===== config.mk =====
export PLATFORM = sky130hd
export DESIGN_NAME = spi_slave
export DESIGN_NICKNAME = d
export VERILOG_FILES = /design/src/rtl/spi_slave.sv
export SDC_FILE = /design/constraint.sdc
export NUM_CORES = 1
export LEC_CHECK = 0
export BUFFER_PORTS_ARGS = -buffer_cell sky130_fd_sc_hd__buf_2
export CORE_MARGIN = 2
export CORE_UTILIZATION = 45
export DETAILED_ROUTE_END_ITERATION = 6
export GPL_TIMING_DRIVEN = 0
export PLACE_DENSITY = 0.68
export SYNTH_ARGS = -nofsm -noshare
export SYNTH_HDL_FRONTEND = slang
export SYNTH_SLANG_ARGS = --single-unit

===== constraint.sdc =====
create_clock -name clk -period 1.4 [get_ports clk]
set_input_delay 0.28 -clock clk [delete_from_list [all_inputs] [get_ports clk]]
set_output_delay 0.28 -clock clk [all_outputs]
set_load 0.1 [all_outputs]

===== src/rtl/spi_slave.sv =====
// SPI mode-0 responder (MSB first) that oversamples the SPI pins in the clk domain and
// exchanges words with an RX FIFO write port and a show-ahead TX FIFO read port.
module spi_slave #(
  parameter int DATA = 8
) (
  input  logic            clk,
  input  logic            rst,
  input  logic            sclk,
  input  logic            scsn,
  input  logic            mosi,
  output logic            miso,
  output logic [DATA-1:0] wdata,
  output logic            wr,
  input  logic            full,
  input  logic [DATA-1:0] rdata,
  output logic            rd,
  input  logic            empty,
  output logic            busy,
  output logic            ovr,
  output logic            udr,
  output logic            abrt
);

  localparam int CW = $clog2(DATA) + 1;
  localparam logic [CW-1:0] LAST_BIT = CW'(DATA - 1);

  typedef enum logic [1:0] {
    IDLE  = 2'd0,
    LOAD  = 2'd1,
    SHIFT = 2'd2
  } state_t;

  logic [2:0]      sclk_sync_r, scsn_sync_r;
  logic [1:0]      mosi_sync_r;
  logic            sclk_rise_s, sclk_fall_s, scsn_fall_s, scsn_rise_s, mosi_s;

  state_t          state_r, state_n;
  logic [CW-1:0]   cnt_r, cnt_n;
  logic [DATA-1:0] tx_r, tx_n, rx_r, rx_n, wdata_r, wdata_n;
  logic [DATA-1:0] load_word_s, rx_next_s;
  logic            skip_r, skip_n, miso_r, miso_n, busy_r;
  logic            wr_r, wr_n, rd_r, rd_n, ovr_r, ovr_n, udr_r, udr_n, abrt_r, abrt_n;

  // Two-stage synchronizers plus a third stage for edge detection.
  always_ff @(posedge clk or negedge rst) begin
    if (!rst) begin
      sclk_sync_r <= 3'b000;
      scsn_sync_r <= 3'b111;
      mosi_sync_r <= 2'b00;
    end else begin
      sclk_sync_r <= {sclk_sync_r[1:0], sclk};
      scsn_sync_r <= {scsn_sync_r[1:0], scsn};
      mosi_sync_r <= {mosi_sync_r[0], mosi};
    end
  end

  assign sclk_rise_s = sclk_sync_r[1] & ~sclk_sync_r[2];
  assign sclk_fall_s = ~sclk_sync_r[1] & sclk_sync_r[2];
  assign scsn_fall_s = ~scsn_sync_r[1] & scsn_sync_r[2];
  assign scsn_rise_s = scsn_sync_r[1] & ~scsn_sync_r[2];
  assign mosi_s      = mosi_sync_r[1];

  // An empty TX FIFO is answered with an all-ones fill word.
  assign load_word_s = empty ? {DATA{1'b1}} : rdata;
  assign rx_next_s   = {rx_r[DATA-2:0], mosi_s};

  // Next-state and datapath decisions; chip-select edges win over sclk edges.
  always_comb begin
    state_n = state_r;
    cnt_n   = cnt_r;
    tx_n    = tx_r;
    rx_n    = rx_r;
    skip_n  = skip_r;
    miso_n  = miso_r;
    wdata_n = wdata_r;
    wr_n    = 1'b0;
    rd_n    = 1'b0;
    ovr_n   = 1'b0;
    udr_n   = 1'b0;
    abrt_n  = 1'b0;
    case (state_r)
      IDLE: begin
        miso_n = 1'b0;
        cnt_n  = {CW{1'b0}};
        if (scsn_fall_s) begin
          state_n = LOAD;
        end else begin
          state_n = IDLE;
        end
      end
      LOAD: begin
        if (scsn_rise_s) begin
          state_n = IDLE;
          miso_n  = 1'b0;
        end else begin
          tx_n    = {load_word_s[DATA-2:0], 1'b0};
          miso_n  = load_word_s[DATA-1];
          rd_n    = ~empty;
          udr_n   = empty;
          cnt_n   = {CW{1'b0}};
          skip_n  = 1'b1;
          state_n = SHIFT;
        end
      end
      SHIFT: begin
        if (scsn_rise_s) begin
          state_n = IDLE;
          cnt_n   = {CW{1'b0}};
          miso_n  = 1'b0;
          abrt_n  = (cnt_r != {CW{1'b0}});
        end else if (sclk_rise_s) begin
          skip_n = 1'b0;
          rx_n   = rx_next_s;
          if (cnt_r == LAST_BIT) begin
            wdata_n = rx_next_s;
            wr_n    = ~full;
            ovr_n   = full;
            cnt_n   = {CW{1'b0}};
            // Unshifted so the next fall presents the new word's MSB.
            tx_n    = load_word_s;
            rd_n    = ~empty;
            udr_n   = empty;
          end else begin
            cnt_n = cnt_r + CW'(1);
          end
        end else if (sclk_fall_s) begin
          // A fall seen before any rise carries no data: the MSB is already out.
          if (skip_r) begin
            skip_n = 1'b0;
          end else begin
            miso_n = tx_r[DATA-1];
            tx_n   = {tx_r[DATA-2:0], 1'b0};
          end
        end else begin
          state_n = SHIFT;
        end
      end
      default: begin
        state_n = IDLE;
        cnt_n   = {CW{1'b0}};
        miso_n  = 1'b0;
      end
    endcase
  end

  // State and output registers.
  always_ff @(posedge clk or negedge rst) begin
    if (!rst) begin
      state_r <= IDLE;
      cnt_r   <= {CW{1'b0}};
      tx_r    <= {DATA{1'b0}};
      rx_r    <= {DATA{1'b0}};
      wdata_r <= {DATA{1'b0}};
      skip_r  <= 1'b0;
      miso_r  <= 1'b0;
      busy_r  <= 1'b0;
      wr_r    <= 1'b0;
      rd_r    <= 1'b0;
      ovr_r   <= 1'b0;
      udr_r   <= 1'b0;
      abrt_r  <= 1'b0;
    end else begin
      state_r <= state_n;
      cnt_r   <= cnt_n;
      tx_r    <= tx_n;
      rx_r    <= rx_n;
      wdata_r <= wdata_n;
      skip_r  <= skip_n;
      miso_r  <= miso_n;
      busy_r  <= ~scsn_sync_r[1];
      wr_r    <= wr_n;
      rd_r    <= rd_n;
      ovr_r   <= ovr_n;
      udr_r   <= udr_n;
      abrt_r  <= abrt_n;
    end
  end

  assign miso  = miso_r;
  assign wdata = wdata_r;
  assign wr    = wr_r;
  assign rd    = rd_r;
  assign busy  = busy_r;
  assign ovr   = ovr_r;
  assign udr   = udr_r;
  assign abrt  = abrt_r;

endmodule

-- Yosys cells after proc, flatten, opt, wreduce, memory -nomap -nowiden
Cells that the tools add are included.
- register bits: 45
- bits of input ports: 15
- output and inout port bits: 15
- word-level logic and storage cells: 101
- $add $sub $neg: 1
- equality and inequality tests: 13
- mux-type cells: 50
- bitwise gates (word level): 11
- reductions and logical operators: 10
- operators with widths (cell ; number):
    $mux 8 ; 7
    $mux 1 ; 28
    $ne 3x3->1 const B ; 8
    $mux 4 ; 4
    $pmux 8 s2 ; 1
    $mux 2 ; 4
    $pmux 1 s2 ; 4
    $pmux 4 s2 ; 1
    $reduce_and 4->1 ; 2
    $not 1->1 ; 7
    $pmux 2 s3 ; 1
    $reduce_and 3->1 ; 2
    $reduce_and 6->1 ; 1
    $add 4x1->4 const B ; 1
    $and 1x1->1 ; 4
    $eq 4x3->1 const B ; 1
    $ne 2x2->1 const B ; 2
    $reduce_and 2->1 ; 2
    $reduce_bool 4->1 ; 1
    $eq 2x1->1 const B ; 1
    $eq 2x2->1 const B ; 1
    $logic_not 2->1 ; 1
    $reduce_bool 2->1 ; 1

-- Logic depth before layout (Yosys ltp)
Gate-level depths: netlist of run 1.
- word-level depth: 6
- depth in mapped cells: 8
- depth with buffers taken out: 6

-- Worst setup path after synthesis of run 1
No wires, ideal clock.
- path type: register to register
- from: register state_r[0]
- to: register rx_r[0]
- library setup time: 125 ps
- arrival time: 1432 ps
- required time: 1275 ps
- path slack: -157 ps
- cell stages (with the launch flop): 7
- buffers on the path: 1
- period minus slack after synthesis: 1557 ps
- path through: dfrtp_1 -> inv_1 -> ha_1 -> buf_4 -> nand2_2 -> nor2_4 -> mux2_2
- cells in the longest elaborated chain, start to end: 2
- ends and longest elaborated chain (what ; RTL line ; RTL):
    start: declaration ; 37 ; state_t state_r, state_n;
    start signal: assignment ; 163 ; state_r <= state_n;
    $eq 2x2->1 ; 81 ; case (state_r)
    $reduce_and 3->1 (no line) ; n/a ;
    end signal: assignment ; 152 ; rx_r <= {DATA{1'b0}};
    end signal: assignment ; 166 ; rx_r <= rx_n;
    end: declaration ; 39 ; logic [DATA-1:0] tx_r, tx_n, rx_r, rx_n, wdata_r, wdata_n;
No other way between the ends.
A chain may end at the register's enable or synchronous reset.

-- Final worst setup path of run 1
- from: register state_r[0]
- to: register state_r[1]
- cells in the longest elaborated chain, start to end: 3
- elaborated cells on any way between the ends: 7
- classes of those cells: eq/ne: 4; mux: 1; reduce/logical: 2
- ends and longest elaborated chain (what ; RTL line):
    $eq 2x2->1 ; 81
    $ne 3x3->1 (no line) ; n/a
    $reduce_and 2->1 (no line) ; n/a
Several ways; a longest one is shown, not always the timed one.

==> insert_results.sql, run 1 <==
INSERT INTO impl_metrics (metric_group, metric, value, unit) VALUES
('floorplanning', 'placement_rows', '24', ''),
('hold_path', 'holdCritPathClass', 'in -> reg', ''),
('synth', 'yosysWarningCount', '0', ''),
('power_and_ir_drop', 'power.density_cell_area', '1480', 'nW/um2'),
('clocking', 'tritoncts_clock_tree', 'yes', ''),
('clocking', 'tritoncts.num_buffers', '5', ''),
('clocking', 'clk_path_buf_depth', '2', ''),
('place', 'post-dp-hpwl', '2630', 'um'),
('setup_path', 'cp.depth', '6', ''),
('global_route', 'grt_first_pass_wirelength', '7220', 'um'),
('setup_path', 'path_cells', 'inv_2 -> ha_4 -> buf_12 -> buf_6 -> o211ai_1 -> mux2_4', ''),
('setup_path', 'reg2reg_to', 'state_r[1]', ''),
('synth', 'syn-cell-area', '1970', 'um2'),
('place', 'finalWeightedCongestion', '0.825', ''),
('synth', 'syn-mean-instance-area', '12.2', 'um2'),
('setup_path', 'setup.worst_path.end', 'state_r[1]', ''),
('power_and_ir_drop', 'worst_ir_drop_vdd', '0.858', 'mV'),
('clocking', 'clock_tree.root_cell', 'clkbuf_8', ''),
('flow_run', 'drv_cap', '0', ''),
('place', 'io_buffers', '29', ''),
('sta', 'fin_crit_sh', '110', '%'),
('setup_path', 'critical_path.n_buffers_inverters', '3', ''),
('drt', 'dr_total_vias', '1521', ''),
('power_and_ir_drop', 'finalPower', '0.00410', 'W'),
('setup_path', 'crit_path_start', 'state_r[0]', ''),
('setup_path', 'max_stage_delay', '0.42', 'ns'),
('global_route', 'grt_start_max_net_pins', '46', ''),
('sta', 'final_max_slew_viol_count', '0', ''),
('synth', 'synth_seq_area_share', '57.2', '%'),
('setup_path', 'cp-end-kind', 'flop', ''),
('setup_path', 'criticalPathCategory', 'reg -> reg', ''),
('setup_path', 'arrival', '1.74', 'ns'),
('layout', 'final_layout_size_suffix_gt1_share', '56.2', '%'),
('floorplanning', 'die_height', '70.2', 'um'),
('drt', 'count_of_nets_left_with_antenna_violations_after_detail_routing', '0', ''),
('sta', 'hold_viol', '0', ''),
('drt', 'drt-wirelength-per-cell', '17.1', 'um'),
('sta', 'timing_worst_slew_pin_value', '0.967', 'ns'),
('floorplanning', 'floorplan.initialDensity', '46.0', '%'),
('setup_path', 'reg2reg_setup_slack', '-0.15', 'ns'),
('setup_path', 'ff2ff_path_depth', '6', ''),
('sta', 'timing.final.crit_period', '1.55', 'ns'),
('drt', 'routed_wl', '4640', 'um'),
('synth', 'synth_fp_nets', '185', ''),
('sta', 'fin_skew', '0.00523', 'ns'),
('synth', 'synth_edf_count', '0', ''),
('drt', 'detail_route.iter0.violations', '69', ''),
('layout', 'finalNetCount', '241', ''),
('sta', 'finalSetupViolations', '28', ''),
('setup_path', 'crit_family', 'flip-flops', ''),
('floorplanning', 'fp.dieW', '70.2', 'um'),
('layout', 'finish.cell_count_without_fillers', '271', ''),
('run_status', 'violations', 'negative setup slack', ''),
('synth', 'synthesis.instances', '162', ''),
('setup_path', 'crit_path_max_fanout', '8', ''),
('global_route', 'globalRoute.totalOverflow', '0', ''),
('drt', 'vias_per_cell', '5.61', ''),
('sta', 'max_freq', '646', 'MHz'),
('drt', 'first_pass_iters', '4', ''),
('sta', 'postLayoutSetupSlackWorst', '-0.147', 'ns'),
('clocking', 'clk_transition_reported_paths', '0.09', 'ns'),
('layout', 'area_growth_syn_to_layout', '40.0', '%'),
('clocking', 'clock_insertion_delay_at_the_later_pin_of_the_skew_report', '0.30', 'ns'),
('synth', 'async_set_or_reset_flop_fraction_in_the_synthesized_netlist', '100', '%'),
('drt', 'drt_drc_violations_left', '0', ''),
('place', 'placed_cells_incl_taps', '243', ''),
('synth', 'synthFlopType', 'dfrtp_1', ''),
('clocking', 'cts-hold-fix-buffers', '0', ''),
('setup_path', 'crit_path_max_delay_cell_type', 'dfrtp_1', ''),
('run_status', 'outcome', 'complete, but fails checks', ''),
('clocking', 'cts_num_sinks', '45', '');
synth_stat cells (4+ instances only):
master,n,share of area (%)
nand2_1,13,2.5
nor2b_1,4,1.3
inv_1,9,1.7
a21oi_1,4,1.0
nor2_1,6,1.1
o21ai_0,13,3.3
ha_1,8,5.1
o22a_1,7,3.1
o22ai_1,7,2.2
dfrtp_1,42,53
mux2_2,17,9.7
timing repair:
action                     in CTS  in global routing
cloned                          2                  1
pin swaps                      11                 13
buffers inserted               15                  3
setup endpoints to repair      31                 34
resized for setup              27                 40
worst min path at each step:
stage / startpoint / endpoint / cells after the start
after floorplan: rst / abrt / 0
after global placement: mosi_sync_r[0] / mosi_sync_r[1] / 0
after detailed placement: sclk_sync_r[0] / sclk_sync_r[1] / 0
after CTS: scsn / scsn_sync_r[0] / 1
after global routing: scsn / scsn_sync_r[0] / 1
final: scsn / scsn_sync_r[0] / 1
kinds of logic (layout without fill, tap and decap cells):
kind of cell	Yosys count	in the layout	share of synthesized area [%]
buffers and inverters	15	71	3.86
and+or+nand+nor	36	37	10.2
DFF	45	45	57.2
AOI/OAI and AO/OA	40	40	13.4
muxes	18	18	10.2
adders and majority gates	8	8	5.07
worst register-to-register path, cell delays in order (launching register included):
cell,delay (ns)
dfrtp_1,0.42
inv_2,0.10
ha_4,0.14
buf_12,0.14
buf_6,0.16
o211ai_1,0.16
mux2_4,0.32
registers in the layout, summed over array words and instances, names as in the netlist, 2 cells and up:
register / cells
sclk_sync_r: 3
tx_r: 8
cnt_r: 4
state_r: 2
wdata: 8
mosi_sync_r: 2
scsn_sync_r: 3
rx_r: 7
power by group:
part	leakage (nW)	internal, W	switching [W]	total (W)
combinational	0.669	0.000739	0.000832	0.00157
sequential	0.579	0.00153	0.000199	0.00173
clock	0.0374	0.000352	0.000452	0.000803
total	1.29	0.00262	0.00148	0.00410
cell usage in the layout, fill, tap and decap left out, types with 3 or more instances in the layout:
| cell type | n |
|---|---|
| dfrtp_1 | 42 |
| buf_2 | 27 |
| buf_4 | 14 |
| mux2_4 | 10 |
| o21ai_2 | 8 |
| mux2_2 | 7 |
| o22a_1 | 7 |
| inv_1 | 6 |
| buf_6 | 6 |
| nor2_1 | 6 |
| nand2_1 | 5 |
| o22ai_1 | 5 |
| nand2_2 | 5 |
| ha_4 | 5 |
| clkbuf_8 | 5 |
| o21ai_1 | 4 |
| inv_2 | 3 |
| a21oi_1 | 3 |
| o21ai_0 | 3 |
| nand2_4 | 3 |
| ha_1 | 3 |
| clkbuf_4 | 3 |
| dfstp_2 | 3 |
layer usage:
| metal | part of all wire, % | routed length (um) | vias up | track usage (%) |
|---|---|---|---|---|
| li1 | - | - | 688 | - |
| met1 | 41 | 1910 | 788 | 22.6 |
| met2 | 54 | 2490 | 40 | 32.8 |
| met3 | 4.0 | 188 | 5 | 4.33 |
| met4 | 1.2 | 55 | 0 | 7.26 |
| met5 | 0 | 0 | - | 0 |
per-stage QoR:
stage	TNS [ns]	worst slack, ns	area [um2]	util [%]
after CTS	-2.48	-0.116	2590	60.3
after global routing	-4.53	-0.189	2760	64.4
after global placement	-5.05	-0.238	2260	52.7
after floorplan	-1.46	-0.103	2050	-
final	-3.28	-0.147	2760	64.4
after detailed placement	-6.30	-0.350	2260	52.7
layout make-up:
class,instances,area (um2)
Clock inverter,2,15.0
Timing Repair Buffer,49,328
Buffer,5,61.3
Multi-Input combinational cell,103,1060
Inverter,9,33.8
Sequential cell,45,1130
Tap cell,52,65.1
Clock buffer,6,72.6
Fill cell,311,1530
Note: power is estimated with default switching activity, not from simulation.
==> run 2, diff against run 1 <==
==> constraint.sdc (replaced) <==
create_clock -name clk -period 1.42 [get_ports clk]
set_input_delay 0.284 -clock clk [delete_from_list [all_inputs] [get_ports clk]]
set_output_delay 0.284 -clock clk [all_outputs]
set_load 0.1 [all_outputs]
==> insert_results.sql, run 2 (same netlist as run 1, synthesis figures left out) <==
INSERT INTO impl_metrics (metric_group, metric, value, unit) VALUES
('run_status', 'outcome', 'complete, but fails checks', ''),
('run_status', 'violations', 'negative setup slack', ''),
('sta', 'timing.max_slew.rel_slack', '35.4', '%'),
('power_and_ir_drop', 'clock_power_share', '19.2', '%'),
('setup_path', 'ff2ff_path_depth', '6', ''),
('floorplanning', 'floorplan.initialDensity', '46.0', '%'),
('power_and_ir_drop', 'pwr-share-comb', '39.3', '%'),
('sta', 'hold_viol', '0', ''),
('setup_path', 'path_cells', 'inv_2 -> ha_4 -> and4b_4 -> buf_4 -> nand3_4 -> mux2_2', ''),
('setup_path', 'crit_family', 'flip-flops', ''),
('layout', 'combined_area_of_the_multi_input_logic_cells', '987', 'um2'),
('drt', 'detail_route.iter0.violations', '121', ''),
('clocking', 'htreeDepth', '2', ''),
('floorplanning', 'ioPinCount', '30', ''),
('layout', 'area_growth_syn_to_layout', '40.1', '%'),
('clocking', 'clk_transition_reported_paths', '0.09', 'ns'),
('drt', 'drt_drc_violations_left', '0', ''),
('layout', 'finalNetCount', '247', ''),
('setup_path', 'criticalPathCategory', 'reg -> reg', ''),
('place', 'io_buffers', '29', ''),
('power_and_ir_drop', 'p_seq_share', '41.5', '%'),
('layout', 'final_layout_size_suffix_gt1_share', '54.2', '%'),
('floorplanning', 'fp.coreArea', '4290', 'um2'),
('place', 'finalWeightedCongestion', '0.838', ''),
('global_route', 'first_global_vias', '1587', ''),
('setup_path', 'reg2reg_setup_slack', '-0.17', 'ns'),
('global_route', 'grt_start_max_net_pins', '46', ''),
('setup_path', 'crit_path_max_delay_cell_type', 'dfrtp_1', ''),
('drt', 'count_of_nets_left_with_antenna_violations_after_detail_routing', '0', ''),
('sta', 'fin_crit_sh', '112', '%'),
('place', 'post-dp-hpwl', '2730', 'um'),
('setup_path', 'crit_path_max_fanout', '6', ''),
('layout', 'final.fill_count', '329', ''),
('drt', 'drt-wirelength-per-cell', '16.7', 'um'),
('global_route', 'number_of_antenna_violations_at_the_first_check_in_global_routing', '0', ''),
('sta', 'max_freq', '628', 'MHz'),
('power_and_ir_drop', 'worst_ir_drop_vdd', '0.797', 'mV'),
('global_route', 'grtUsageTotal', '19.3', '%'),
('layout', 'insertedDiodeCount', '0', ''),
('setup_path', 'critical_path.reg2reg.startpoint', 'sclk_sync_r[2]', ''),
('power_and_ir_drop', 'switching_power', '0.00141', 'W'),
('power_and_ir_drop', 'p_int', '0.00265', 'W'),
('drt', 'dr_total_vias', '1491', ''),
('sta', 'final_max_slew_viol_count', '0', ''),
('clocking', 'tritoncts.num_buffers', '5', ''),
('setup_path', 'max_stage_delay', '0.42', 'ns'),
('setup_path', 'setup.worst_path.start_class', 'flop', ''),
('power_and_ir_drop', 'power.leakage', '1.29', 'nW'),
('sta', 'fin_skew', '0.00757', 'ns'),
('drt', 'routed_wl', '4620', 'um'),
('sta', 'finalSetupViolations', '32', ''),
('setup_path', 'cp-end-kind', 'flop', ''),
('setup_path', 'critical_path.n_buffers_inverters', '2', ''),
('setup_path', 'reg2reg_to', 'wdata[0]', ''),
('power_and_ir_drop', 'power.density_cell_area', '1470', 'nW/um2'),
('place', 'dpl_worst_slack', '-0.300', 'ns'),
('hold_path', 'hp-start', 'scsn', ''),
('global_route', 'globalRoute.totalOverflow', '0', ''),
('floorplanning', 'fp.dieW', '70.2', 'um'),
('clocking', 'clk_path_buf_depth', '2', ''),
('clocking', 'cts_num_sinks', '45', ''),
('hold_path', 'whs_endpoint', 'scsn_sync_r[0]', ''),
('hold_path', 'holdCritPathClass', 'in -> reg', ''),
('clocking', 'clock_insertion_delay_at_the_later_pin_of_the_skew_report', '0.29', 'ns'),
('setup_path', 'required', '1.60', 'ns'),
('layout', 'regArea', '1130', 'um2'),
('floorplanning', 'placement_rows', '24', ''),
('drt', 'first_pass_iters', '4', ''),
('power_and_ir_drop', 'power.switching_fraction', '34.8', '%'),
('layout', 'layout.cells.most_common', 'dfrtp_1', ''),
('flow_run', 'drv_cap', '0', ''),
('floorplanning', 'die_height', '70.2', 'um'),
('hold_path', 'timing.hold.worst_path_depth', '1', ''),
('sta', 'timing.setup.tns', '-3.29', 'ns'),
('sta', 'timing.final.crit_period', '1.59', 'ns'),
('sta', 'rsz0062_at_grt', 'true', ''),
('clocking', 'tritoncts_clock_tree', 'yes', ''),
('sta', 'timing_worst_slew_pin_value', '0.968', 'ns'),
('global_route', 'grt_first_pass_wirelength', '7500', 'um'),
('layout', 'final_cell_mix', '41 x dfrtp_1, 28 x buf_2, 17 x buf_4', ''),
('floorplanning', 'design.die.area', '4930', 'um2'),
('sta', 'postLayoutSetupSlackWorst', '-0.172', 'ns'),
('clocking', 'clock_tree.root_cell', 'clkbuf_8', ''),
('drt', 'vias_per_cell', '5.38', ''),
('setup_path', 'arrival', '1.77', 'ns');
==> run 2: how the worst max path moves through the flow <==
stage | cells past startpoint | to | from | slack (ns)
3_5_place_dp | 7 | tx_r[1] | state_r[1] | -0.30
4_1_cts | 7 | tx_r[2] | state_r[1] | -0.13
2_1_floorplan | 6 | rx_r[0] | state_r[0] | -0.08
6_report | 6 | wdata[0] | sclk_sync_r[2] | -0.17
3_3_place_gp | 7 | tx_r[0] | state_r[1] | -0.22
5_1_grt | 6 | wdata[0] | sclk_sync_r[2] | -0.22
==> run 2: cell type report <==
| class | instances | area share (%) |
|---|---|---|
| Sequential cell | 45 | 40.9 |
| Multi-Input combinational cell | 103 | 35.7 |
| Timing Repair Buffer | 55 | 14.8 |
| Clock buffer | 6 | 2.62 |
| Tap cell | 52 | 2.35 |
| Buffer | 5 | 1.90 |
| Inverter | 9 | 1.22 |
| Clock inverter | 2 | 0.543 |
==> run 2: through the flow <==
stage | hold WS [ns] | area [um2] | instances | power, W | utilization, %
finish | 0.0904 | 2770 | 277 | 0.00406 | 64.4
global route | 0.0775 | 2770 | 277 | 0.00429 | 64.4
CTS | 0.0781 | 2610 | 270 | 0.00378 | 60.7
detailed placement | 0.339 | 2260 | 243 | 0.00271 | 52.7
global placement | 0.334 | 2260 | 243 | 0.00263 | 52.7
floorplan | -0.0116 | 2050 | 162 | 0.00245 | -
==> run 2: routing by layer <==
metal | part of all wire [%] | global-route usage (%)
met1 | 43 | 24.1
met2 | 52 | 33.5
met3 | 3.7 | 4.91
met4 | 0.50 | 4.49
met5 | 0 | 0
==> run 2: what timing repair did <==
item,in CTS,in global routing
setup buffers,17,7
gates resized for setup,29,25
setup endpoints to repair,31,33
hold buffers,0,0
cloned,2,1
pin swaps,15,7
==> run 2: power groups by stage <==
stage	logic (W)	registers, W	clock network (W)
2_1_floorplan	0.000678	0.00177	0
3_3_place_gp	0.000972	0.00166	0
3_5_place_dp	0.00102	0.00169	0
4_1_cts	0.00132	0.00166	0.000802
5_1_grt	0.00172	0.00172	0.000856
6_report	0.00160	0.00169	0.000779
